### src/rtl/jzjpcc_writeback_unit.sv
// Writeback stage: selects ALU result or extracted load data, waits for late
// memory data when needed, and drives the register-file write port.
module jzjpcc_writeback_unit #(
  parameter int XLEN     = 32,
  parameter int RETIRE_W = 32
) (
  input  logic                        clock,
  input  logic                        reset_n,
  input  logic                        in_valid,
  output logic                        in_ready,
  input  logic [4:0]                  rdAddr_in,
  input  logic                        rdWriteEnable_in,
  input  logic                        rdSource_in,
  input  logic [2:0]                  funct3_in,
  input  logic [$clog2(XLEN/8)-1:0]   byteOffset_in,
  input  logic [XLEN-1:0]             aluResult_in,
  input  logic                        memData_valid,
  input  logic [XLEN-1:0]             memData,
  output logic [4:0]                  rdAddr_out,
  output logic [XLEN-1:0]             rd_out,
  output logic                        rdWriteEnable_out,
  output logic                        illegalLoad_out,
  output logic [RETIRE_W-1:0]         retired_out
);

  localparam int OFF_W = $clog2(XLEN/8);

  typedef enum logic {IDLE, WAIT_MEM} state_t;

  state_t            state_q, state_d;
  logic [4:0]        pend_addr;
  logic              pend_we;
  logic [2:0]        pend_f3;
  logic [OFF_W-1:0]  pend_off;

  logic              complete, latch_pend, sel_load, sel_we;
  logic [4:0]        sel_addr;
  logic [2:0]        sel_f3;
  logic [OFF_W-1:0]  sel_off;
  logic [XLEN:0]     load_ext;  // {legal, data}

  // Align the offset to the access size, shift the lane down, then extend.
  function automatic logic [XLEN:0] extract_load(input logic [2:0]       f3,
                                                 input logic [OFF_W-1:0] off,
                                                 input logic [XLEN-1:0]  word);
    logic [OFF_W-1:0] aligned;
    logic [XLEN-1:0]  shifted;
    logic [XLEN-1:0]  value;
    logic             legal;
    legal   = 1'b1;
    value   = '0;
    aligned = off;
    case (f3)
      3'b001, 3'b101: aligned[0]   = 1'b0;
      3'b010, 3'b110: aligned[1:0] = 2'b00;
      3'b011:         aligned      = '0;
      default:        ;
    endcase
    shifted = word >> {aligned, 3'b000};
    case (f3)
      3'b000: value = XLEN'($signed(shifted[7:0]));
      3'b100: value = XLEN'(shifted[7:0]);
      3'b001: value = XLEN'($signed(shifted[15:0]));
      3'b101: value = XLEN'(shifted[15:0]);
      3'b010: value = XLEN'($signed(shifted[31:0]));
      3'b110: if (XLEN == 64) value = XLEN'(shifted[31:0]); else legal = 1'b0;
      3'b011: if (XLEN == 64) value = shifted;              else legal = 1'b0;
      default: legal = 1'b0;
    endcase
    if (!legal) value = '0;
    return {legal, value};
  endfunction

  always_comb begin
    // NOTE: every variable gets a default first so no path leaves it unassigned (no latch).
    state_d    = state_q;
    complete   = 1'b0;
    latch_pend = 1'b0;
    sel_load   = rdSource_in;
    sel_addr   = rdAddr_in;
    sel_we     = rdWriteEnable_in;
    sel_f3     = funct3_in;
    sel_off    = byteOffset_in;
    case (state_q)
      IDLE: begin
        if (in_valid) begin
          if (!rdSource_in || memData_valid) begin
            complete = 1'b1;
          end else begin
            latch_pend = 1'b1;
            state_d    = WAIT_MEM;
          end
        end
      end
      WAIT_MEM: begin
        sel_load = 1'b1;
        sel_addr = pend_addr;
        sel_we   = pend_we;
        sel_f3   = pend_f3;
        sel_off  = pend_off;
        if (memData_valid) begin
          complete = 1'b1;
          state_d  = IDLE;
        end
      end
      default: state_d = IDLE;
    endcase
    load_ext = extract_load(sel_f3, sel_off, memData);
  end

  assign in_ready = (state_q == IDLE);

  // NOTE: sequential state uses non-blocking assignments so all registers update together.
  always_ff @(posedge clock or negedge reset_n) begin
    if (!reset_n) begin
      state_q   <= IDLE;
      pend_addr <= '0;
      pend_we   <= 1'b0;
      pend_f3   <= '0;
      pend_off  <= '0;
    end else begin
      state_q <= state_d;
      if (latch_pend) begin
        pend_addr <= rdAddr_in;
        pend_we   <= rdWriteEnable_in;
        pend_f3   <= funct3_in;
        pend_off  <= byteOffset_in;
      end
    end
  end

  // Strobes drop every cycle; address and data only move on a completion.
  always_ff @(posedge clock or negedge reset_n) begin
    if (!reset_n) begin
      rdAddr_out        <= '0;
      rd_out            <= '0;
      rdWriteEnable_out <= 1'b0;
      illegalLoad_out   <= 1'b0;
      retired_out       <= '0;
    end else begin
      rdWriteEnable_out <= 1'b0;
      illegalLoad_out   <= 1'b0;
      if (complete) begin
        rdAddr_out  <= sel_addr;
        retired_out <= retired_out + RETIRE_W'(1);
        if (!sel_load) begin
          rd_out            <= aluResult_in;
          rdWriteEnable_out <= sel_we && (sel_addr != 5'd0);
        end else begin
          rd_out            <= load_ext[XLEN-1:0];
          rdWriteEnable_out <= sel_we && (sel_addr != 5'd0) && load_ext[XLEN];
          illegalLoad_out   <= !load_ext[XLEN];
        end
      end
    end
  end

endmodule
### config.mk
export PLATFORM = sky130hd
export DESIGN_NAME = jzjpcc_writeback_unit
export DESIGN_NICKNAME = d
export VERILOG_FILES = /design/src/rtl/jzjpcc_writeback_unit.sv
export SDC_FILE = /design/constraint.sdc
export NUM_CORES = 1
export LEC_CHECK = 0
export CAP_MARGIN = 20
export CORE_ASPECT_RATIO = 0.9
export CORE_UTILIZATION = 30
export CTS_CLUSTER_DIAMETER = 60
export CTS_CLUSTER_SIZE = 20
export DETAILED_ROUTE_END_ITERATION = 7
export MAX_ROUTING_LAYER = met4
export PLACE_DENSITY = 0.56
export SYNTH_ARGS = -nofsm -noshare
export SYNTH_HDL_FRONTEND = slang
export SYNTH_SLANG_ARGS = --single-unit
### constraint.sdc
create_clock -name clock -period 3 [get_ports clock]
set_input_delay 0.9 -clock clock [delete_from_list [all_inputs] [get_ports clock]]
set_output_delay 0.9 -clock clock [all_outputs]
set_load 0.01 [all_outputs]
==> results of run 1 <==
[synth_stat cells (2+ instances only)]
cell type / number / area [um2]
nand3_1: 18 / 90.09
nor2_2: 3 / 18.77
xnor2_1: 24 / 210.2
nor2b_1: 2 / 12.51
mux2_4: 2 / 30.03
xor2_1: 7 / 61.31
nand2_1: 69 / 259.0
nor3_1: 6 / 30.03
a21oi_1: 28 / 140.1
buf_2: 13 / 65.06
and4_1: 3 / 26.28
nor2_1: 11 / 41.29
o221ai_1: 2 / 17.52
dfrtp_1: 83 / 2077
buf_6: 2 / 22.52
o211ai_1: 2 / 15.01
and2_1: 6 / 37.54
o21ai_0: 10 / 50.05
o21a_1: 2 / 15.01
a31oi_1: 25 / 156.4
and3_1: 14 / 87.58
o22ai_1: 25 / 156.4
inv_1: 4 / 15.01
nand2b_1: 2 / 12.51
mux2_1: 7 / 78.83
clkbuf_1: 10 / 37.54
o2111a_1: 2 / 22.52
o21ai_1: 6 / 30.03
a221o_1: 7 / 70.07
mux2_2: 24 / 270.3
or4_1: 2 / 15.01
buf_4: 3 / 22.52
mux2i_1: 6 / 60.06
nand4_1: 6 / 37.54
[power by group through the flow]
stage               registers (mW)  clock network (mW)  logic [mW]
CTS                           1.46                1.18        1.16
detailed placement            1.47                   0        1.16
global placement              1.47                   0        1.14
floorplan                     1.51                   0       0.473
global route                  1.48                1.24        1.25
finish                        1.46                1.15        1.15
[metal layers]
layer | track usage [%] | wire [um] | share of wire (%)
met5 | - | 0 | 0
met2 | 29.99 | 6488 | 46
met3 | 5.062 | 886 | 6.3
met4 | 6.468 | 286 | 2.0
met1 | 24.82 | 6350 | 45
[worst max-delay path by stage]
stage,to,start,cells past startpoint
finish,in_ready,state_q,3
global placement,rd_out[1],funct3_in[2],7
global route,in_ready,state_q,3
CTS,in_ready,state_q,3
detailed placement,rd_out[1],funct3_in[2],7
floorplan,rd_out[0],funct3_in[1],6
[state kept, by name, summed over array words and instances, names as in the netlist]
signal and flops:
rdWriteEnable_out 1, pend_off 2, retired_out 32, rd_out 32, pend_f3 3, pend_addr 5
pend_we 1, state_q 1, illegalLoad_out 1, rdAddr_out 5
[per-stage QoR]
stage	instances	hold slack (ns)	instance area, um2	power [mW]	worst slack (ns)
floorplan	458	0.4810	4521	1.985	0.3913
global placement	804	0.4732	6419	2.613	-0.06670
detailed placement	804	0.4757	6419	2.629	-0.1202
CTS	820	0.4900	6721	3.801	0.1956
global route	821	0.5145	6724	3.965	0.1236
finish	821	0.4841	6724	3.745	0.2278
[cell type report]
type	count	area share (%)
Multi-Input combinational cell	342	34.02
Sequential cell	83	30.89
Timing Repair Buffer	177	26.65
Tap cell	198	3.684
Clock buffer	10	3.554
Clock inverter	6	0.9490
Inverter	4	0.2233
Antenna cell	1	0.03722
[critical path, cell delays in order (launching register included)]
cell             delay [ns]
dfrtp_1                0.61
buf_4                  0.29
inv_1                  0.13
clkdlybuf4s50_1        0.50
[cell families after synthesis]
kind of cell               share of synthesized area (%)
buffers and inverters                              3.681
muxes                                              10.21
adders and majority gates                         0.2767
and+or+nand+nor                                    16.33
xor gates and xnor gates                           6.006
DFF                                                45.95
AOI/OAI and AO/OA                                  17.55
==> metrics.md, run 1 <==
| Metric | Value |
|---|---|
| Pwr dens | `557.0 nW/um2` |
| Vias | `4181` |
| CP arrival | `1.87 ns` |
| Hold path endpoint | `rdAddr_out[3]` |
| Switching portion of total power | `30.33%` |
| Worst skew pair latency | `0.35 ns` |
| Critical path launch point type | `flip-flop` |
| Hold Path Class | `flip-flop to flip-flop` |
| Initial Util | `30.72%` |
| P_int | `2.609 mW` |
| IO buf count | `151` |
| Leak | `2.752 nW` |
| First-pass GRT wire length | `22880 um` |
| Post-DP HPWL | `10320 um` |
| Clock network fraction of total power | `30.6%` |
| Max Freq | `360.7 MHz` |
| Final setup fails | `0` |
| Synth Register Bits | `83` |
| H-tree Lvls | `3` |
| Main synth FF type | `dfrtp_1` |
| Flop2flop setup slack | `0.58 ns` |
| Min-delay src | `rdAddr_out[3]` |
| Mapped Cells | `458` |
| Total global routing overflow | `0` |
| Worst-path clk slew | `0.06 ns` |
| Yosys warns | `0` |
| WL per Instance | `17.07 um` |
| Post-layout util | `45.70%` |
| Relative slew slack | `46.66%` |
| Sequential share of power | `38.9%` |
| FFs w/ async S/R, synth | `100.0%` |
| Final wirelength | `14010 um` |
| Hold-fix buffers, CTS | `0` |
| Final setup TNS | `0 ns` |
| Reg-to-Reg Start | `state_q` |
| Post-CTS Setup Bufs | `0` |
| Number of global-route vias before repair | `4221` |
| Core area | `14710 um2` |
| R2r endpoint | `rd_out[2]` |
| Sequential-to-total area share from yosys stat | `45.95%` |
| Total CTS buffers | `9` |
| Worst Path Max Fanout | `12` |
| Cell variety after synth | `56` |
| Die Y | `118.5 um` |
| Fillers | `1403` |
| Status | `complete, no violations` |
| Post-Syn Area | `4521 um2` |
| Comb power frac | `30.6%` |
| Die area | `15560 um2` |
| Mapped Avg Cell Area | `9.870 um2` |
| Crit Path Class | `flip-flop to output port` |
| DR pass1 iterations | `4` |
| Largest net degree at the start of global routing | `53` |
| Footprint of the multi-input gates | `2287 um2` |
| Post-DR vias/cell | `5.093` |
| DRC viols | `0` |
| I/O Pins | `152` |
| Net Count, Synth | `539` |
| WP data required | `2.10 ns` |
| Register-to-Register Path Depth | `6` |
| Clock Sinks | `83` |
| Fin. max-slew vios | `0` |
| Commonest non-fill, non-tap cells in the layout | `clkdlybuf4s50_1, dfrtp_1, nand2_1` |
| P_sw | `1.136 mW` |
| Remaining antenna violation count after routing | `0` |
| Root Driver | `clkbuf_16` |
| Hold path cells | `2` |
| Area delta synth->final | `48.74%` |
| Clk buf depth | `2` |
| CP endpoint kind | `output port` |
| RSZ-0062 raised after global routing | `no` |
| Initial DRC count | `245` |
| Most common cell after layout, fill and taps aside | `clkdlybuf4s50_1` |
| Number of antenna violations at the first check in global routing | `1` |
| GP Congestion | `0.8486` |
| Worst-Margin Slew | `0.7940 ns` |
| Period utilisation layout | `92.41%` |
| FF/Latch Area | `2077 um2` |
| Max-Cap Viols | `0` |
| Die X | `131.4 um` |
| Tot GR Track Use | `19.45%` |
| Placement Rows | `42` |
| Tmin final | `2.772 ns` |
| Fin. Hold Viols | `0` |
| Highest ir drop seen on vdd | `304.7 uV` |
| Layout Skew | `0.006328 ns` |
| Post-CTS sizing | `0` |
| Share of layout cells above drive strength 1 | `13.02%` |
| CTS tree | `done` |
| Final net count | `698` |
| Number of flops mapped to enable cells by yosys | `0` |
No activity file was read; power rests on OpenSTA's default activity.
==> run 2: changes to the inputs <==
--- a/config.mk
+++ b/config.mk
@@ -6,10 +6,10 @@
 export NUM_CORES = 1
 export LEC_CHECK = 0
 export CAP_MARGIN = 20
-export CORE_ASPECT_RATIO = 0.9
+export CORE_ASPECT_RATIO = 0.7
 export CORE_UTILIZATION = 30
 export CTS_CLUSTER_DIAMETER = 60
-export CTS_CLUSTER_SIZE = 20
+export CTS_CLUSTER_SIZE = 28
 export DETAILED_ROUTE_END_ITERATION = 7
 export MAX_ROUTING_LAYER = met4
 export PLACE_DENSITY = 0.56
==> run 2 against run 1 <==
Against the previous run: clock-buffer cell count up 2; die area about the same; first-iteration DRC count fell by 36%; maximum frequency down 0.84%; critical path depth did not move; total power increased by 2.3%; sequential cell count unchanged; critical path type unchanged; largest power group unchanged; highest routed layer unchanged.
==> metrics.md, run 2 (synthesized netlist as in run 1, its figures left out) <==
| Metric | Value |
|---|---|
| RSZ-0062 raised after global routing | `no` |
| Tmin final | `2.796 ns` |
| Post-DR vias/cell | `5.130` |
| Initial Util | `30.71%` |
| Clock Sinks | `83` |
| Critical path launch point type | `flip-flop` |
| Final wirelength | `14550 um` |
| Fillers | `1409` |
| Crit Path Class | `flip-flop to output port` |
| Post-CTS sizing | `0` |
| H-tree Lvls | `3` |
| Post-Place Setup Slack | `-0.1352 ns` |
| Cell Area, Placed | `6420 um2` |
| WP data required | `2.10 ns` |
| Total CTS buffers | `9` |
| Relative slew slack | `43.10%` |
| DR pass1 iterations | `4` |
| Dpl cells | `800` |
| CP endpoint kind | `output port` |
| Core area | `14720 um2` |
| Initial DRC count | `156` |
| Number of antenna violations at the first check in global routing | `0` |
| Placement Rows | `37` |
| Flop2flop setup slack | `0.59 ns` |
| Share of layout cells above drive strength 1 | `12.72%` |
| Total global routing overflow | `0` |
| Pwr dens | `567.8 nW/um2` |
| Setup slack after layout | `0.2044 ns` |
| Max Freq | `357.7 MHz` |
| Post-CTS Setup Bufs | `0` |
| Fin. max-slew vios | `0` |
| Hold Path Class | `flip-flop to flip-flop` |
| Worst-Margin Slew | `0.8469 ns` |
| Number of global-route vias before repair | `4199` |
| Status | `complete, no violations` |
| Die X | `148.7 um` |
| Largest net degree at the start of global routing | `50` |
| GP Congestion | `0.8504` |
| Die Y | `104.7 um` |
| Biggest regs | `rd_out: 32 flops, retired_out: 32 flops` |
| Max-Cap Viols | `0` |
| CTS tree | `done` |
| Post-DP HPWL | `10970 um` |
| Layout Skew | `0.006978 ns` |
| CP arrival | `1.90 ns` |
| First-pass GRT wire length | `23080 um` |
| Leak | `2.765 nW` |
| WL per Instance | `17.81 um` |
| Worst Path Max Fanout | `12` |
| Period utilisation layout | `93.19%` |
| Commonest non-fill, non-tap cells in the layout | `clkdlybuf4s50_1, dfrtp_1, nand2_1` |
| Die area | `15570 um2` |
| Finished Layout Cells | `817` |
| Worst-path clk slew | `0.06 ns` |
| DRC viols | `0` |
| Worst skew pair latency | `0.34 ns` |
| Most common cell after layout, fill and taps aside | `clkdlybuf4s50_1` |
| I/O Pins | `152` |
| Fin. Hold Viols | `0` |
| Clk buf depth | `2` |
| Finished Cell Area | `6751 um2` |
| Final setup fails | `0` |
| Hold-fix buffers, CTS | `0` |
| Final net count | `697` |
| Highest ir drop seen on vdd | `308.1 uV` |
| Area delta synth->final | `49.35%` |
| Vias | `4191` |
| Remaining antenna violation count after routing | `0` |
| WHS | `0.4708 ns` |
| Tot GR Track Use | `19.92%` |
| Root Driver | `clkbuf_16` |
| IO buf count | `151` |
run 2: per-stage QoR:
| step | utilization [%] | total power [mW] | TNS [ns] |
|---|---|---|---|
| after detailed placement | 43.61 | 2.637 | -0.8173 |
| final | 45.86 | 3.833 | 0 |
| after global placement | 43.61 | 2.615 | -0.3672 |
| after CTS | 45.84 | 3.869 | 0 |
| after global routing | 45.84 | 4.037 | 0 |
| after floorplan | - | 1.985 | 0 |
run 2: per-layer routing:
| metal | share of wire [%] | vias up | track usage, % | wire length (um) |
|---|---|---|---|---|
| met4 | 2.0 | 0 | 5.670 | 286 |
| met3 | 8.1 | 20 | 6.114 | 1180 |
| met5 | 0 | - | - | 0 |
| met2 | 42 | 143 | 27.80 | 6048 |
| met1 | 48 | 2022 | 27.44 | 7035 |
| li1 | - | 2006 | - | - |
run 2: path summary, 6_finish.rpt:
kind                       cells past startpoint         endpoint             from
hold / removal                                 1  retired_out[31]  retired_out[31]
min in group asynchronous                      1       pend_f3[0]          reset_n
setup / recovery                               3         in_ready          state_q
max in group asynchronous                      2  retired_out[25]          reset_n
hold reg to reg                                1  retired_out[31]  retired_out[31]
setup reg to reg                               6        rd_out[3]          state_q
run 2: layout make-up:
cell class              instances  area, um2  area share, %
diodes                          1      2.502        0.03706
clock buffers                  12      256.5          3.799
clock inverters                 4      72.57          1.075
inverters                       4      15.01         0.2224
multi-input cells             342       2287          33.88
flip-flops and latches         83       2077          30.76
well taps                     195      244.0          3.614
repair buffers                176       1797          26.61
run 2: where the power goes:
part           internal (mW)  switching (mW)  total [mW]
Clock                  0.774           0.448        1.22
Sequential              1.30           0.157        1.46
Combinational          0.642           0.510        1.15
run 2: worst max-delay path, stage by stage, from the launching register on:
cell and delay, ns:
dfrtp_1 0.53, buf_4 0.27, inv_1 0.19, clkdlybuf4s50_1 0.57
==> run 3: changes to the inputs <==
--- a/config.mk
+++ b/config.mk
@@ -7,9 +7,10 @@
 export LEC_CHECK = 0
 export CAP_MARGIN = 20
 export CORE_ASPECT_RATIO = 0.7
+export CORE_MARGIN = 2
 export CORE_UTILIZATION = 30
 export CTS_CLUSTER_DIAMETER = 60
-export CTS_CLUSTER_SIZE = 28
+export CTS_CLUSTER_SIZE = 30
 export DETAILED_ROUTE_END_ITERATION = 7
 export MAX_ROUTING_LAYER = met4
 export PLACE_DENSITY = 0.56
==> run 3 against run 2 <==
Against the previous run: clock skew down 0.00055 ns; utilization down 0.39 points; combinational power about the same; setup slack better by 0.029 ns; critical path depth up 4; clock power down 4%; die area up 3.3%; register-to-register slack worse by 0.03 ns; sequential power about the same; maximum frequency up 1.1%; clock-buffer cell count down 2; total power down 1.4%.
==> metrics.md, run 3 (synthesized netlist as in run 1, its figures left out) <==
| Metric | Value |
|---|---|
| Share of layout cells above drive strength 1 | `12.46%` |
| Placement Rows | `37` |
| CP peak stage delay | `0.51 ns` |
| Total global routing overflow | `0` |
| Max Freq | `361.5 MHz` |
| PnR Total Power | `3.781 mW` |
| WP data required | `3.22 ns` |
| Critical path launch point type | `primary input` |
| CP endpoint kind | `flip-flop` |
| Remaining antenna violation count after routing | `0` |
| Initial DRC count | `178` |
| Hold-fix buffers, CTS | `0` |
| Met3 usage | `5.617%` |
| H-tree Lvls | `3` |
| Clk buf depth | `2` |
| Post-DR vias/cell | `5.166` |
| N_diodes | `0` |
| Period utilisation layout | `92.21%` |
| Status | `complete, no violations` |
| Post-CTS Setup Bufs | `0` |
| Post-DP HPWL | `11160 um` |
| Root Driver | `clkbuf_16` |
| Crit Path Class | `primary input to flip-flop` |
| Largest net degree at the start of global routing | `52` |
| Met2 Use GR | `26.43%` |
| Leak | `2.741 nW` |
| GP Congestion | `0.8573` |
| Crit path cell chain | `clkdlybuf4s50_1, nand2_1, a221oi_4, buf_12, mux2_2, mux2_2, a221o_1` |
| Total CTS buffers | `9` |
| Worst skew pair latency | `0.34 ns` |
| Final wirelength | `15100 um` |
| Biggest regs | `rd_out: 32 flops, retired_out: 32 flops` |
| Post-CTS sizing | `0` |
| Vias | `4200` |
| CTS tree | `done` |
| I/O Pins | `152` |
| Tot GR Track Use | `19.42%` |
| IO buf count | `151` |
| Number of antenna violations at the first check in global routing | `0` |
| Worst-path clk slew | `0.07 ns` |
| Hold Path Class | `flip-flop to flip-flop` |
| CP arrival | `2.99 ns` |
| Pwr dens | `564.9 nW/um2` |
| DR pass1 iterations | `5` |
| Die Y | `106.7 um` |
| Initial Util | `30.71%` |
| Relative slew slack | `35.24%` |
| WHS | `0.4747 ns` |
| DRC viols | `0` |
| Fin. Hold Viols | `0` |
| Layout Skew | `0.006426 ns` |
| RSZ-0062 raised after global routing | `no` |
| Area delta synth->final | `48.08%` |
| Highest ir drop seen on vdd | `256.0 uV` |
| Final setup fails | `0` |
| WL per Instance | `18.58 um` |
| Core area | `14720 um2` |
| Post-Place Setup Slack | `-0.09681 ns` |
| Met1 usage | `28.29%` |
| Commonest non-fill, non-tap cells in the layout | `clkdlybuf4s50_1, dfrtp_1, nand2_1` |
| Worst-Margin Slew | `0.9640 ns` |
| Max-Cap Viols | `0` |
| Fin. max-slew vios | `0` |
| Finished Layout Cells | `813` |
| Final net count | `694` |
| Worst Path Max Fanout | `15` |
| Die X | `150.7 um` |
| Top Usage Layer GRT | `met1` |
| First-pass GRT wire length | `23220 um` |
| Tmin final | `2.766 ns` |
| Most common cell on crit path | `mux2_2` |
| Dpl cells | `797` |
| Number of global-route vias before repair | `4133` |
| Fillers | `1388` |
| Clock Sinks | `83` |
| Die area | `16080 um2` |
| Most common cell after layout, fill and taps aside | `clkdlybuf4s50_1` |
| Setup slack after layout | `0.2336 ns` |
| Slowest stage cell, crit path | `clkdlybuf4s50_1` |
[run 3: cell count changes in the layout (fill, tap and decap cells not counted), sizes merged]
cell	change
buf	-3
bufinv	-1
clkbuf	-2
clkinv	+1
clkinvlp	-1
diode	-1
inv	+3
[run 3: final cells by class]
cell class,instances,area (um2),share of cell area [%]
repair buffers,173,1762,26.32
well taps,195,244.0,3.645
flip-flops and latches,83,2077,31.03
inverters,4,15.01,0.2243
clock inverters,6,70.07,1.047
multi-input cells,342,2287,34.17
clock buffers,10,239.0,3.570
[run 3: final timing paths]
path	from	end	slack, ns	cells after the start
worst min register to register	retired_out[31]	retired_out[31]	0.47	1
worst min-delay path	retired_out[31]	retired_out[31]	0.47	1
min in group asynchronous	reset_n	pend_f3[2]	0.52	1
worst max-delay path	funct3_in[0]	rd_out[3]	0.23	7
max in group asynchronous	reset_n	retired_out[21]	1.86	2
worst max register to register	state_q	rd_out[3]	0.56	6
[run 3: worst max-delay path: cells and delay by family]
kind	cells	cell delay (ns)
buffers and inverters	2	0.70
muxes	2	0.63
AOI/OAI and AO/OA	2	0.61
and+or+nand+nor	1	0.14
[run 3: routing by layer]
metal	share of wire, %	up-vias
li1	-	1994
met1	48	2029
met2	41	161
met3	8.8	16
met4	1.5	0
met5	0	-
[run 3: power by group]
part	internal, mW	switching, mW
Combinational	0.636	0.513
Clock	0.677	0.489
Sequential	1.30	0.165
Total	2.61	1.17
[run 3: metrics by stage]
step | area [um2] | TNS, ns | utilization, %
after floorplan | 4521 | 0 | -
after global placement | 6385 | -0.4222 | 43.37
after detailed placement | 6385 | -0.6089 | 43.37
after CTS | 6694 | 0 | 45.47
after global routing | 6694 | 0 | 45.47
final | 6694 | 0 | 45.47
==> RTL edit 1 (config.mk and constraints of run 2) <==
Set the parameter `RETIRE_W` to 36 (it was 32).
--- a/src/rtl/jzjpcc_writeback_unit.sv
+++ b/src/rtl/jzjpcc_writeback_unit.sv
@@ -3,5 +3,5 @@
 module jzjpcc_writeback_unit #(
   parameter int XLEN     = 32,
-  parameter int RETIRE_W = 32
+  parameter int RETIRE_W = 36
 ) (
   input  logic                        clock,
Interface: changed (resized retired_out); port bits go from 152 to 156. No check against the original RTL was run, so the function may have changed too.
==> RTL edit 1 against run 2 <==
- area after synthesis up 4.1%
- worst setup slack got worse by 50 ps
- power decreased by 1.9%
- final area grew 3.5%
- sequential cell count up 4
- via count rose by 2.5%
- wire length grew 4.9%
- clock skew is essentially flat
- critical endpoint is now rd_out[3]
==> RTL edit 1: results (changes against run 2) <==
[run_status]
status=completed

[global_route]
grt_first_pass_wirelength_mm=24.4  ; +5.8%
grt_pass1_vias=4411  ; +5.0%
track_usage_pct=20.4  ; +0.46 points
grt_max_degree=54  ; +8.0%

[placement]
port_buffers=155  ; +2.6%
hpwl_mm=11.6  ; +6.1%
pre_cts_slack_ps=-219  ; -83.4 ps
gp_congestion=0.833  ; -2.1%

[timing]
tightestPinTransition_ps=619  ; -228 ps
max_freq_ghz=0.351  ; -1.8%
skew_ps=7.26  ; +0.285 ps

[final_layout]
drive_above_1_share_pct=16.0  ; +3.3 points
diodes=0  ; -1
final_nets=720  ; +3.3%
top_regs=retired_out: 36 flops, rd_out: 32 flops

[detailed_routing]
wirelength_mm=15.3  ; +4.9%
drt_iter0_drc=266  ; +71%
routed-via-count=4295  ; +2.5%

[critical_path]
slowest_stage=mux4_2
reg2reg_to=rd_out[14]
worstPathArrival_ps=3070  ; +1170 ps
r2r_slack_ps=320  ; -270 ps
worst-path-max-fanout=10  ; -2
critPathMaxStageDelay_ps=530  ; -40 ps

[power_and_ir_drop]
p_int_uw=2580  ; -5.1%
leakage_uw=0.00281  ; +1.5%
peakVddDrop_uv=265  ; -14%

[min_path]
hold-path-cell-count=2  ; +1
holdPathEnd=rdAddr_out[0]
min_from=rdAddr_out[0]

[clock_tree]
clkLatencyLatePin_ps=340  ; about the same
cts_buffers=9  ; unchanged
cts-root-buf=clkbuf_16
ctsResizeCount=0  ; unchanged

[yosys]
synth_nets=542  ; +0.56%
yosys.cell_types.count=61  ; +8.9%
seq_area_frac_synth_pct=46.3  ; +0.31 points
synthTopCellsByCount=dfrtp_1, nand2_1, a21oi_1
synthTopCellsByArea=dfrtp_1, xnor2_1, mux2_2

[RTL edit 1: changes by cell type after synthesis, sizes merged, moves of 9 or more]
cell	before	now
nor2	14	30
a31oi	25	12
mux2	33	20
and3	14	4
buf	19	9
nand2	69	60
[RTL edit 1: cell type report]
class / count / area [µm²]
clock buffers: 10 / 239
clock inverters: 6 / 45.0
inverters: 3 / 11.3
flip-flops and latches: 87 / 2180
multi-input cells: 344 / 2390
fillers: 1442 / 8010
well taps: 195 / 244
repair buffers: 194 / 1880
[RTL edit 1: how the worst max path moves through the flow]
stage                          start  depth (start not counted)         end
floorplan           byteOffset_in[0]                          8  rd_out[14]
global placement    byteOffset_in[0]                          8  rd_out[14]
detailed placement  byteOffset_in[0]                          8  rd_out[14]
CTS                          state_q                          2    in_ready
global route            funct3_in[1]                          8   rd_out[3]
finish                  funct3_in[1]                          8   rd_out[3]
[RTL edit 1: stage by stage]
| step | instance area, µm² | instances | TNS [ps] | total power, µW | hold WS, ps |
|---|---|---|---|---|---|
| CTS | 6980 | 838 | 0 | 3810 | 488 |
| finish | 6990 | 839 | 0 | 3760 | 478 |
| detailed placement | 6690 | 822 | -5090 | 2710 | 473 |
| global placement | 6690 | 822 | -3730 | 2690 | 460 |
| floorplan | 4710 | 461 | 0 | 2040 | 481 |
| global route | 6990 | 839 | 0 | 3970 | 509 |
[RTL edit 1: metal layers]
| layer | up-vias | wire (µm) | GRT usage, % |
|---|---|---|---|
| met1 | 2098 | 7070 | 28.1 |
| met4 | 0 | 109 | 4.46 |
| met2 | 140 | 7020 | 30.1 |
| li1 | 2049 | - | - |
| met5 | - | 0 | - |
| met3 | 8 | 1060 | 5.06 |
[RTL edit 1: logic make-up after synthesis]
logic type                 Yosys count  share of synthesized area (%)
buffers and inverters               30                           3.24
and+or+nand+nor                    155                           16.5
DFF                                 87                           46.3
adders and majority gates            1                          0.266
xor gates and xnor gates            35                           6.51
muxes                               34                           9.70
AOI/OAI and AO/OA                  119                           17.5
[RTL edit 1: power by group through the flow]
| stage | Combinational (µW) | Sequential (µW) | Clock [µW] |
|---|---|---|---|
| 4_1_cts | 1190 | 1510 | 1110 |
| 3_3_place_gp | 1170 | 1520 | 0 |
| 3_5_place_dp | 1180 | 1530 | 0 |
| 5_1_grt | 1280 | 1530 | 1150 |
| 2_1_floorplan | 488 | 1560 | 0 |
| 6_report | 1180 | 1510 | 1080 |
[RTL edit 1: tightest hold or removal path, delay by kind of cell, from the launching register on]
family,cells,cell delay (ps)
AO/OA/AOI/OAI,1,60
flip-flops,1,340
AND/OR/NAND/NOR,1,50
==> RTL edit 2 (settings of run 2) <==
Without the edit above. Register the input `byteOffset_in` before use. The logic sees it one clock later. The other inputs are not delayed to match.
--- a/src/rtl/jzjpcc_writeback_unit.sv
+++ b/src/rtl/jzjpcc_writeback_unit.sv
@@ -27,4 +27,10 @@
 
   typedef enum logic {IDLE, WAIT_MEM} state_t;
+
+  logic [$clog2(XLEN/8)-1:0] byteOffset_q;
+
+  always_ff @(posedge clock) begin
+    byteOffset_q <= byteOffset_in;
+  end
 
   state_t            state_q, state_d;
@@ -81,5 +87,5 @@
     sel_we     = rdWriteEnable_in;
     sel_f3     = funct3_in;
-    sel_off    = byteOffset_in;
+    sel_off    = byteOffset_q;
     case (state_q)
       IDLE: begin
@@ -125,5 +131,5 @@
         pend_we   <= rdWriteEnable_in;
         pend_f3   <= funct3_in;
-        pend_off  <= byteOffset_in;
+        pend_off  <= byteOffset_q;
       end
     end
Formal check against the unedited RTL: not equivalent (Yosys sat finds a counterexample within 4 cycles, from zero or initial values and one cycle with reset_n low).
==> RTL edit 2 against run 2 <==
- sequential cell count up 2
- final area grew 0.46%
- combinational power about the same
- worst setup slack better by 81 ps
- clock skew decreased by 1.6 ps
- area after synthesis up 1.4%
- fmax grew 3.0%
- non-clock buffer count is 2 higher
- sequential power is 3% higher
- wire length is 2.8% lower
- clock power down 14%
- largest power group unchanged
- power is 3.1% lower
==> RTL edit 2: results (changes against run 2) <==
[placement]
dpl.cell_count=811  ; +1.4%
gp_congestion=0.842  ; -1.0%

[global_route]
grt_pass1_vias=4177  ; -0.52%
track_usage_pct=19.0  ; -0.96 points
grt_first_pass_wirelength_mm=22.4  ; -2.9%
globalRouteMet1Util_pct=25.4  ; -2.0 points
use_met3_pct=4.98  ; -1.1 points

[final_layout]
diodes=0  ; -1
nFillCells=1419  ; +0.71%
drive_above_1_share_pct=13.0  ; +0.25 points
final_nets=708  ; +1.6%

[critical_path]
worst-path-max-fanout=15  ; +3
critPathMaxStageDelay_ps=420  ; -150 ps
cp_top_family=multiplexers

[timing]
max_slew_margin_pct=35.6  ; -7.5 points
skew_ps=5.42  ; -1.55 ps

[yosys]
synth_compound_area_share_pct=16.9  ; -0.67 points
synthTopCellsByArea=dfrtp_1, nand2_1, mux2_2
synthTopCellsByCount=dfrtp_1, nand2_1, a21oi_1
synth_xor_area_share_pct=5.93  ; -0.080 points
async_flop_share_pct=97.6  ; -2.4 points
syn_inst=463  ; +1.1%
synthAdderAreaFrac_pct=0.273  ; -0.0037 points
synth_nets=544  ; +0.93%

[power_and_ir_drop]
leakage_uw=0.00283  ; +2.2%
swShare_pct=31.6  ; +2.5 points
peakVddDrop_uv=290  ; -5.8%
power.share.clock_pct=28.3  ; -3.6 points

[run_status]
status=completed

[detailed_routing]
dr.pass1.iters=6  ; +2
wirelength_mm=14.1  ; -2.8%
routedWlPerCell_um=17.1  ; -3.9%
avgViaCountPerCell=5.09  ; -0.76%

-- RTL edit 2: cell count changes in the layout (fill, tap and decap cells not counted), sizes merged, moves of 3 or more --
cell   before  now
and2        8    4
nand2      69   74
nand3      18   13
nor3        6   10
nor4        0    3
xnor2      24   14
xor2        7   17
-- RTL edit 2: worst paths after layout --
kind | endpoint | depth (start not counted) | startpoint | slack, ps
min | retired_out[31] | 1 | retired_out[31] | 470
max reg2reg | rd_out[1] | 5 | state_q | 540
min reg2reg | retired_out[31] | 1 | retired_out[31] | 470
min in group asynchronous | rdAddr_out[2] | 1 | reset_n | 530
max in group asynchronous | rd_out[20] | 2 | reset_n | 1810
max | rd_out[0] | 7 | funct3_in[1] | 280
-- RTL edit 2: final cells by class --
| cell class | instances | area share, % |
|---|---|---|
| clock buffer | 10 | 3.38 |
| clock inverter | 6 | 0.719 |
| inverter | 4 | 0.221 |
| multi-input combinational | 349 | 34.5 |
| sequential | 85 | 31.2 |
| tap | 195 | 3.60 |
| timing repair buffer | 178 | 26.3 |
-- RTL edit 2: kinds of logic after synthesis --
kind of cell    Yosys count
fa+ha+maj                 1
xor+xnor                 31
buf+inv                  29
mux                      40
simple gates            159
flops                    85
compound gates          118
-- RTL edit 2: metrics by stage --
| stage | setup TNS, ps | total power, µW | instance area, µm² | setup WS [ps] |
|---|---|---|---|---|
| global route | 0 | 3920 | 6780 | 121 |
| finish | 0 | 3720 | 6780 | 285 |
| CTS | 0 | 3750 | 6780 | 275 |
| global placement | -77.0 | 2660 | 6500 | -15.9 |
| floorplan | 0 | 2020 | 4580 | 385 |
| detailed placement | -404 | 2680 | 6500 | -76.7 |
-- RTL edit 2: routing by layer --
layer / vias up / routed length (µm)
met5: - / 0
met4: 0 / 218
met3: 17 / 1020
met2: 163 / 6310
met1: 1992 / 6600
li1: 2038 / -
